<file path="config.mk">
export PLATFORM = sky130hd
export DESIGN_NAME = sh_mac_iter
export DESIGN_NICKNAME = d
export VERILOG_FILES = /design/src/rtl/sh_mac_iter.sv
export SDC_FILE = /design/constraint.sdc
export NUM_CORES = 2
export LEC_CHECK = 0
export BUFFER_PORTS_ARGS = -buffer_cell sky130_fd_sc_hd__buf_2
export CAP_MARGIN = 20
export CORE_ASPECT_RATIO = 1.4
export CORE_MARGIN = 4
export CORE_UTILIZATION = 55
export CTS_CLUSTER_DIAMETER = 120
export CTS_CLUSTER_SIZE = 28
export DETAILED_ROUTE_END_ITERATION = 6
export MAX_ROUTING_LAYER = met4
export PLACE_DENSITY = 0.83
export SYNTH_ARGS = -nofsm -noshare
export SYNTH_HDL_FRONTEND = slang
export SYNTH_SLANG_ARGS = --single-unit
</file>
<file path="constraint.sdc">
create_clock -name i_clk -period 8.3 [get_ports i_clk]
set_input_delay 1.245 -clock i_clk [delete_from_list [all_inputs] [get_ports i_clk]]
set_output_delay 1.245 -clock i_clk [all_outputs]
set_load 0.1 [all_outputs]
</file>
<file path="src/rtl/sh_mac_iter.sv">
// Iterative multiply/accumulate unit owning MACH/MACL: retires RADIX multiplier bits per cycle,
// with a BUSY interlock, a DONE pulse and MAC.L/MAC.W saturation.
module sh_mac_iter #(
  parameter int unsigned W     = 32,
  parameter int unsigned RADIX = 8,
  parameter int unsigned SATW  = 48
) (
  input  logic         i_clk,
  input  logic         i_rst,
  input  logic         i_ce,
  input  logic         i_req,
  input  logic [3:0]   i_op,
  input  logic [1:0]   i_sel,
  input  logic         i_sat,
  input  logic [W-1:0] i_a_di,
  input  logic [W-1:0] i_b_di,
  output logic [W-1:0] o_do,
  output logic         o_busy,
  output logic         o_done
);

  localparam int unsigned N   = W / RADIX;
  localparam int unsigned W2  = 2 * W;
  localparam int unsigned HW  = W / 2;
  localparam int unsigned CW  = (N > 1) ? $clog2(N) : 1;
  localparam int unsigned SHW = $clog2(W2) + 1;

  localparam logic [3:0] OpLds    = 4'b0000;
  localparam logic [3:0] OpMulL   = 4'b0001;
  localparam logic [3:0] OpDmulu  = 4'b0010;
  localparam logic [3:0] OpDmuls  = 4'b0011;
  localparam logic [3:0] OpMuluW  = 4'b0110;
  localparam logic [3:0] OpMulsW  = 4'b0111;
  localparam logic [3:0] OpMacL   = 4'b1001;
  localparam logic [3:0] OpMacW   = 4'b1011;
  localparam logic [3:0] OpClrmac = 4'b1111;

  // Signed saturation bounds for MAC.L, one bit wider than the accumulator.
  localparam logic [W2:0] SatHi = {{(W2 + 2 - SATW){1'b0}}, {(SATW - 1){1'b1}}};
  localparam logic [W2:0] SatLo = {{(W2 + 2 - SATW){1'b1}}, {(SATW - 1){1'b0}}};
  localparam logic [W-1:0] WordMax = {1'b0, {(W - 1){1'b1}}};
  localparam logic [W-1:0] WordMin = {1'b1, {(W - 1){1'b0}}};

  typedef enum logic [1:0] {StIdle, StMult, StFin} state_e;

  state_e          r_state;
  logic [CW-1:0]   r_cnt;
  logic [W-1:0]    r_a_mag;
  logic [W-1:0]    r_b_sh;
  logic            r_neg;
  logic [3:0]      r_op;
  logic            r_sat;
  logic [W2-1:0]   r_part;
  logic [W-1:0]    r_mach;
  logic [W-1:0]    r_macl;
  logic            r_busy;
  logic            r_done;

  logic            w_is_mul;
  logic            w_half;
  logic            w_signed;
  logic [W-1:0]    w_a_ext;
  logic [W-1:0]    w_b_ext;
  logic            w_a_neg;
  logic            w_b_neg;
  logic [W-1:0]    w_a_mag;
  logic [W-1:0]    w_b_mag;
  logic [RADIX-1:0]   w_digit;
  logic [W+RADIX-1:0] w_prod;
  logic [SHW-1:0]  w_shamt;
  logic [W2-1:0]   w_add;
  logic [W2-1:0]   w_p;
  logic [W2-1:0]   w_acc;
  logic [W2-1:0]   w_sum;
  logic [W2:0]     w_sum_x;
  logic [W2-1:0]   w_sat_l;
  logic [W:0]      w_sw;
  logic            w_sw_ovf;
  logic [W-1:0]    w_mach_nx;
  logic [W-1:0]    w_macl_nx;

  always_comb begin
    w_is_mul = 1'b0;
    w_half   = 1'b0;
    w_signed = 1'b0;
    case (i_op)
      OpMulL:  w_is_mul = 1'b1;
      OpDmulu: w_is_mul = 1'b1;
      OpDmuls: begin w_is_mul = 1'b1; w_signed = 1'b1; end
      OpMuluW: begin w_is_mul = 1'b1; w_half = 1'b1; end
      OpMulsW: begin w_is_mul = 1'b1; w_half = 1'b1; w_signed = 1'b1; end
      OpMacL:  begin w_is_mul = 1'b1; w_signed = 1'b1; end
      OpMacW:  begin w_is_mul = 1'b1; w_half = 1'b1; w_signed = 1'b1; end
      default: ;
    endcase
  end

  assign w_a_ext = w_half ? {{HW{w_signed & i_a_di[HW-1]}}, i_a_di[HW-1:0]} : i_a_di;
  assign w_b_ext = w_half ? {{HW{w_signed & i_b_di[HW-1]}}, i_b_di[HW-1:0]} : i_b_di;
  assign w_a_neg = w_signed & w_a_ext[W-1];
  assign w_b_neg = w_signed & w_b_ext[W-1];
  // The most negative value maps to 2^(W-1), which still fits as an unsigned magnitude.
  assign w_a_mag = w_a_neg ? -w_a_ext : w_a_ext;
  assign w_b_mag = w_b_neg ? -w_b_ext : w_b_ext;

  assign w_digit = r_b_sh[RADIX-1:0];
  assign w_prod  = {{RADIX{1'b0}}, r_a_mag} * {{W{1'b0}}, w_digit};
  assign w_shamt = SHW'(r_cnt) * SHW'(RADIX);
  assign w_add   = W2'(w_prod) << w_shamt;

  assign w_p     = r_neg ? -r_part : r_part;
  assign w_acc   = {r_mach, r_macl};
  assign w_sum   = w_acc + w_p;
  assign w_sum_x = {w_acc[W2-1], w_acc} + {w_p[W2-1], w_p};

  always_comb begin
    w_sat_l = w_sum_x[W2-1:0];
    if ($signed(w_sum_x) > $signed(SatHi)) begin
      w_sat_l = SatHi[W2-1:0];
    end else if ($signed(w_sum_x) < $signed(SatLo)) begin
      w_sat_l = SatLo[W2-1:0];
    end
  end

  // A MAC.W product is bounded by 2^(W-2), so its low W+1 bits are an exact signed value.
  assign w_sw     = {r_macl[W-1], r_macl} + w_p[W:0];
  assign w_sw_ovf = w_sw[W] ^ w_sw[W-1];

  always_comb begin
    w_mach_nx = r_mach;
    w_macl_nx = r_macl;
    case (r_op)
      OpMulL, OpMuluW, OpMulsW: w_macl_nx = w_p[W-1:0];
      OpDmulu, OpDmuls:         {w_mach_nx, w_macl_nx} = w_p;
      OpMacL: begin
        if (r_sat) {w_mach_nx, w_macl_nx} = w_sat_l;
        else       {w_mach_nx, w_macl_nx} = w_sum;
      end
      OpMacW: begin
        if (!r_sat) begin
          {w_mach_nx, w_macl_nx} = w_sum;
        end else if (w_sw_ovf) begin
          w_macl_nx = w_sw[W] ? WordMin : WordMax;
          w_mach_nx = W'(1);
        end else begin
          w_macl_nx = w_sw[W-1:0];
        end
      end
      default: ;
    endcase
  end

  always_ff @(posedge i_clk) begin
    if (i_rst) begin
      r_state <= StIdle;
      r_cnt   <= '0;
      r_a_mag <= '0;
      r_b_sh  <= '0;
      r_neg   <= 1'b0;
      r_op    <= '0;
      r_sat   <= 1'b0;
      r_part  <= '0;
      r_mach  <= '0;
      r_macl  <= '0;
      r_busy  <= 1'b0;
      r_done  <= 1'b0;
    end else if (i_ce) begin
      r_done <= 1'b0;
      case (r_state)
        StIdle: begin
          if (i_req) begin
            if (w_is_mul) begin
              r_state <= StMult;
              r_busy  <= 1'b1;
              r_cnt   <= '0;
              r_part  <= '0;
              r_a_mag <= w_a_mag;
              r_b_sh  <= w_b_mag;
              r_neg   <= w_a_neg ^ w_b_neg;
              r_op    <= i_op;
              r_sat   <= i_sat;
            end else if (i_op == OpLds) begin
              if (i_sel[0]) r_macl <= i_a_di;
              if (i_sel[1]) r_mach <= i_a_di;
            end else if (i_op == OpClrmac) begin
              r_mach <= '0;
              r_macl <= '0;
            end
          end
        end
        StMult: begin
          r_part <= r_part + w_add;
          r_b_sh <= r_b_sh >> RADIX;
          r_cnt  <= r_cnt + CW'(1);
          if (r_cnt == CW'(N - 1)) r_state <= StFin;
        end
        StFin: begin
          r_mach  <= w_mach_nx;
          r_macl  <= w_macl_nx;
          r_state <= StIdle;
          r_busy  <= 1'b0;
          r_done  <= 1'b1;
        end
        default: r_state <= StIdle;
      endcase
    end
  end

  assign o_do   = i_sel[1] ? r_mach : r_macl;
  assign o_busy = r_busy;
  // A stalled cycle never shows DONE; the pulse waits for the next enabled cycle.
  assign o_done = r_done & i_ce;

endmodule

</file>
==> impl_metrics.tcl <==
set metrics [dict create \
    status "finished clean" \
    place_area_mm2 0.0319 \
    die_w_um 202 \
    cp_max_fo 7 \
    clockPowerShare_pct 29.8 \
    cts-root-buf "clkbuf_16" \
    area_growth_pct 15.5 \
    cp-start-kind "flop" \
    yosysWarnings 0 \
    clockBufferDepth 3 \
    p_leak_nw 15.1 \
    fillers 4475 \
    hp-class "reg2reg" \
    cp_slowest_cell "fa_1" \
    sequentialPowerShare_pct 41.1 \
    crit_arrival_ns 8.71 \
    p_int_w 0.00160 \
    core_mm2 0.0521 \
    ant_nets 0 \
    drc 0 \
    combPwrFrac_pct 29.1 \
    cts_sinks 204 \
    finClkSkew_ns 0.0415 \
    synth_cell_types 113 \
    wl_per_cell_um 25.3 \
    fin_crit_ns 8.30 \
    antenna_found_initial 2 \
    cts_hold_buf 0 \
    die_area_mm2 0.0566 \
    gp_congestion 1.12 \
    multiInputGateArea_mm2 0.0241 \
    p_sw_w 0.000945 \
    globalRouteOverflowTotal 0 \
    ys_seq_area_share_pct 14.1 \
    finalPower_w 0.00254 \
    register_area_mm2 0.00411 \
    worst_ir_drop_vdd_mv 0.140 \
    p_per_area_mw_per_mm2 75.8 \
    final_common_cell "nor2_1" \
    ys_ff_latch 204 \
    drv_cap 0 \
    setup_violations 0 \
    synthesis.instances 3819 \
    swShare_pct 37.2 \
    grtUsageTotal_pct 41.0 \
    synth_top_area_cell "dfxtp_1" \
    fin_area_mm2 0.0336 \
    cpPeakStageDelay_ns 0.57 \
    initial_utilization_pct 55.7 \
    synthTopCellsByArea "dfxtp_1 (14%), fa_1 (13%), ha_1 (8.5%)" \
    synth_edf_count 0 \
    htree_num_levels 1 \
    synth_area_mm2 0.0290 \
    place.detailed.hpwl_um 93200 \
    first_pass_iters 6 \
    slew_headroom_pct 21.3 \
    rsz0062_at_grt "yes" \
    num_rows 99 \
    cts_inserted_buffers 12 \
    timing.critical_path.buf_inv 7 \
    worst-setup-path-type "reg2reg" \
    synth_area_per_cell_um2 7.61 \
    tightestPinTransition_ns 1.17 \
    tns_ns 0 \
    path_clk_slew_ns 0.11 \
    wirelength_um 121000 \
    worstSetupEndpointType "flop" \
    whs_path_depth 2 \
    dp_slack_ns -0.434 \
    cts_tree "yes" \
    grt_max_degree 92 \
    top_level_ports 109 \
    drt_iter0_markers 3476 \
    drv_slew 0 \
    nets 4508 \
    io_buffers 108 \
    reg2regPathDepth 38 \
    timing.fmax_ghz 0.121 \
    critical_path_required_ns 8.71 \
    async_reset_ff_share_pct 0 \
    die_h_um 280 \
    setup_ws_ns 0.00172 \
    vias 31544 \
    layout_common_cells "nor2_1 (371), nand2_1 (320), buf_4 (301)" \
    hold_viol_final 0 \
    grt_pass1_vias 29890 \
    cp.depth 38 \
    via_per_inst 6.62 \
    syn_nets 4274 \
    clock_latency_ns 0.54 \
    critPathTopFamily "adder cells" \
    fin_util_pct 64.3 \
    synthFlopType "dfxtp_1" \
    drive_gt1_share_pct 18.0 \
    period_share_pct 100 \
    netlist.area_leader.share_pct 14.1 \
    grt_first_pass_wirelength_um 176000 \
]
[routing by layer]
metal,global-route usage (%),part of all wire (%),up-vias
met5,-,0,-
met4,35.1,12,0
met3,6.35,9.1,710
met2,63.5,44,1894
met1,46.2,35,14942
li1,-,-,13998
[registers in the layout, summed over array words and instances (netlist names)]
name / cells
o_busy: 1
r_a_mag: 32
r_b_sh: 32
r_cnt: 2
r_done: 1
r_mach: 32
r_macl: 32
r_neg: 1
r_op: 4
r_part: 64
r_sat: 1
r_state: 2
[worst reg2reg max path, delay by kind of cell, from the launching register on]
family	cells	cell delay (ns)
buffers and inverters	7	0.94
flip-flops	1	0.41
AO/OA/AOI/OAI	14	2.49
multiplexers	2	0.50
adder cells (fa/ha/maj)	6	2.69
XOR/XNOR	2	0.38
AND/OR/NAND/NOR	7	0.85
[through the flow]
step	hold slack (ns)	instances
after floorplan	0.436	3819
after global placement	0.447	4714
after detailed placement	0.455	4714
after CTS	0.475	4738
after global routing	0.492	4766
final	0.480	4768
[repair_timing]
item,CTS,global route
setup endpoints to repair,22,31
cloned,0,4
gates resized for setup,27,176
buffers inserted,5,24
pin swaps,9,156
[final timing paths]
kind                                   end  slack, ns       from
worst max register to register  r_part[62]      0.002  r_b_sh[2]
worst max-delay path            r_part[62]      0.002  r_b_sh[2]
worst min register to register     r_op[0]       0.48    r_op[0]
worst min-delay path               r_op[0]       0.48    r_op[0]
[synthesized netlist by cell type (all sizes together) (26+ instances only)]
cell type / count
a31oi: 26
inv: 250
nand3: 52
nand2b: 29
and2: 239
xnor2: 178
o21a: 44
fa: 182
ha: 198
mux2: 39
nor2: 382
nor4: 27
nand4: 36
mux2i: 35
clkbuf: 183
xor2: 72
dfxtp: 204
or3: 27
o21ai: 245
nor2b: 29
o22ai: 27
a22oi: 68
a221oi: 59
a21oi: 313
a21o: 76
o31ai: 33
nor3: 83
nand2: 325
a211oi: 56
[logic make-up after synthesis]
| group | Yosys count | synth area share [%] |
|---|---|---|
| buf+inv | 459 | 6.13 |
| flops | 204 | 14.1 |
| fa+ha+maj | 380 | 21.1 |
| xor+xnor | 251 | 7.67 |
| simple gates | 1308 | 22.1 |
| compound gates | 1143 | 26.3 |
| mux | 74 | 2.72 |
[power by group through the flow]
stage	clock [W]	combinational, W	sequential [W]
2_1_floorplan	0	0.000406	0.00105
3_3_place_gp	0	0.000668	0.00106
3_5_place_dp	0	0.000675	0.00106
4_1_cts	0.000755	0.000682	0.00104
5_1_grt	0.000783	0.000780	0.00105
6_report	0.000756	0.000741	0.00104
[area by class of cell]
| class | count | area share, % |
|---|---|---|
| flip-flops and latches | 204 | 12.2 |
| repair buffers | 427 | 9.38 |
| well taps | 707 | 2.64 |
| inverters | 252 | 2.82 |
| clock buffers | 13 | 0.970 |
| diodes | 3 | 0.0224 |
| clock inverters | 6 | 0.231 |
| multi-input cells | 3156 | 71.7 |
Power figures use the tool's default switching activity.
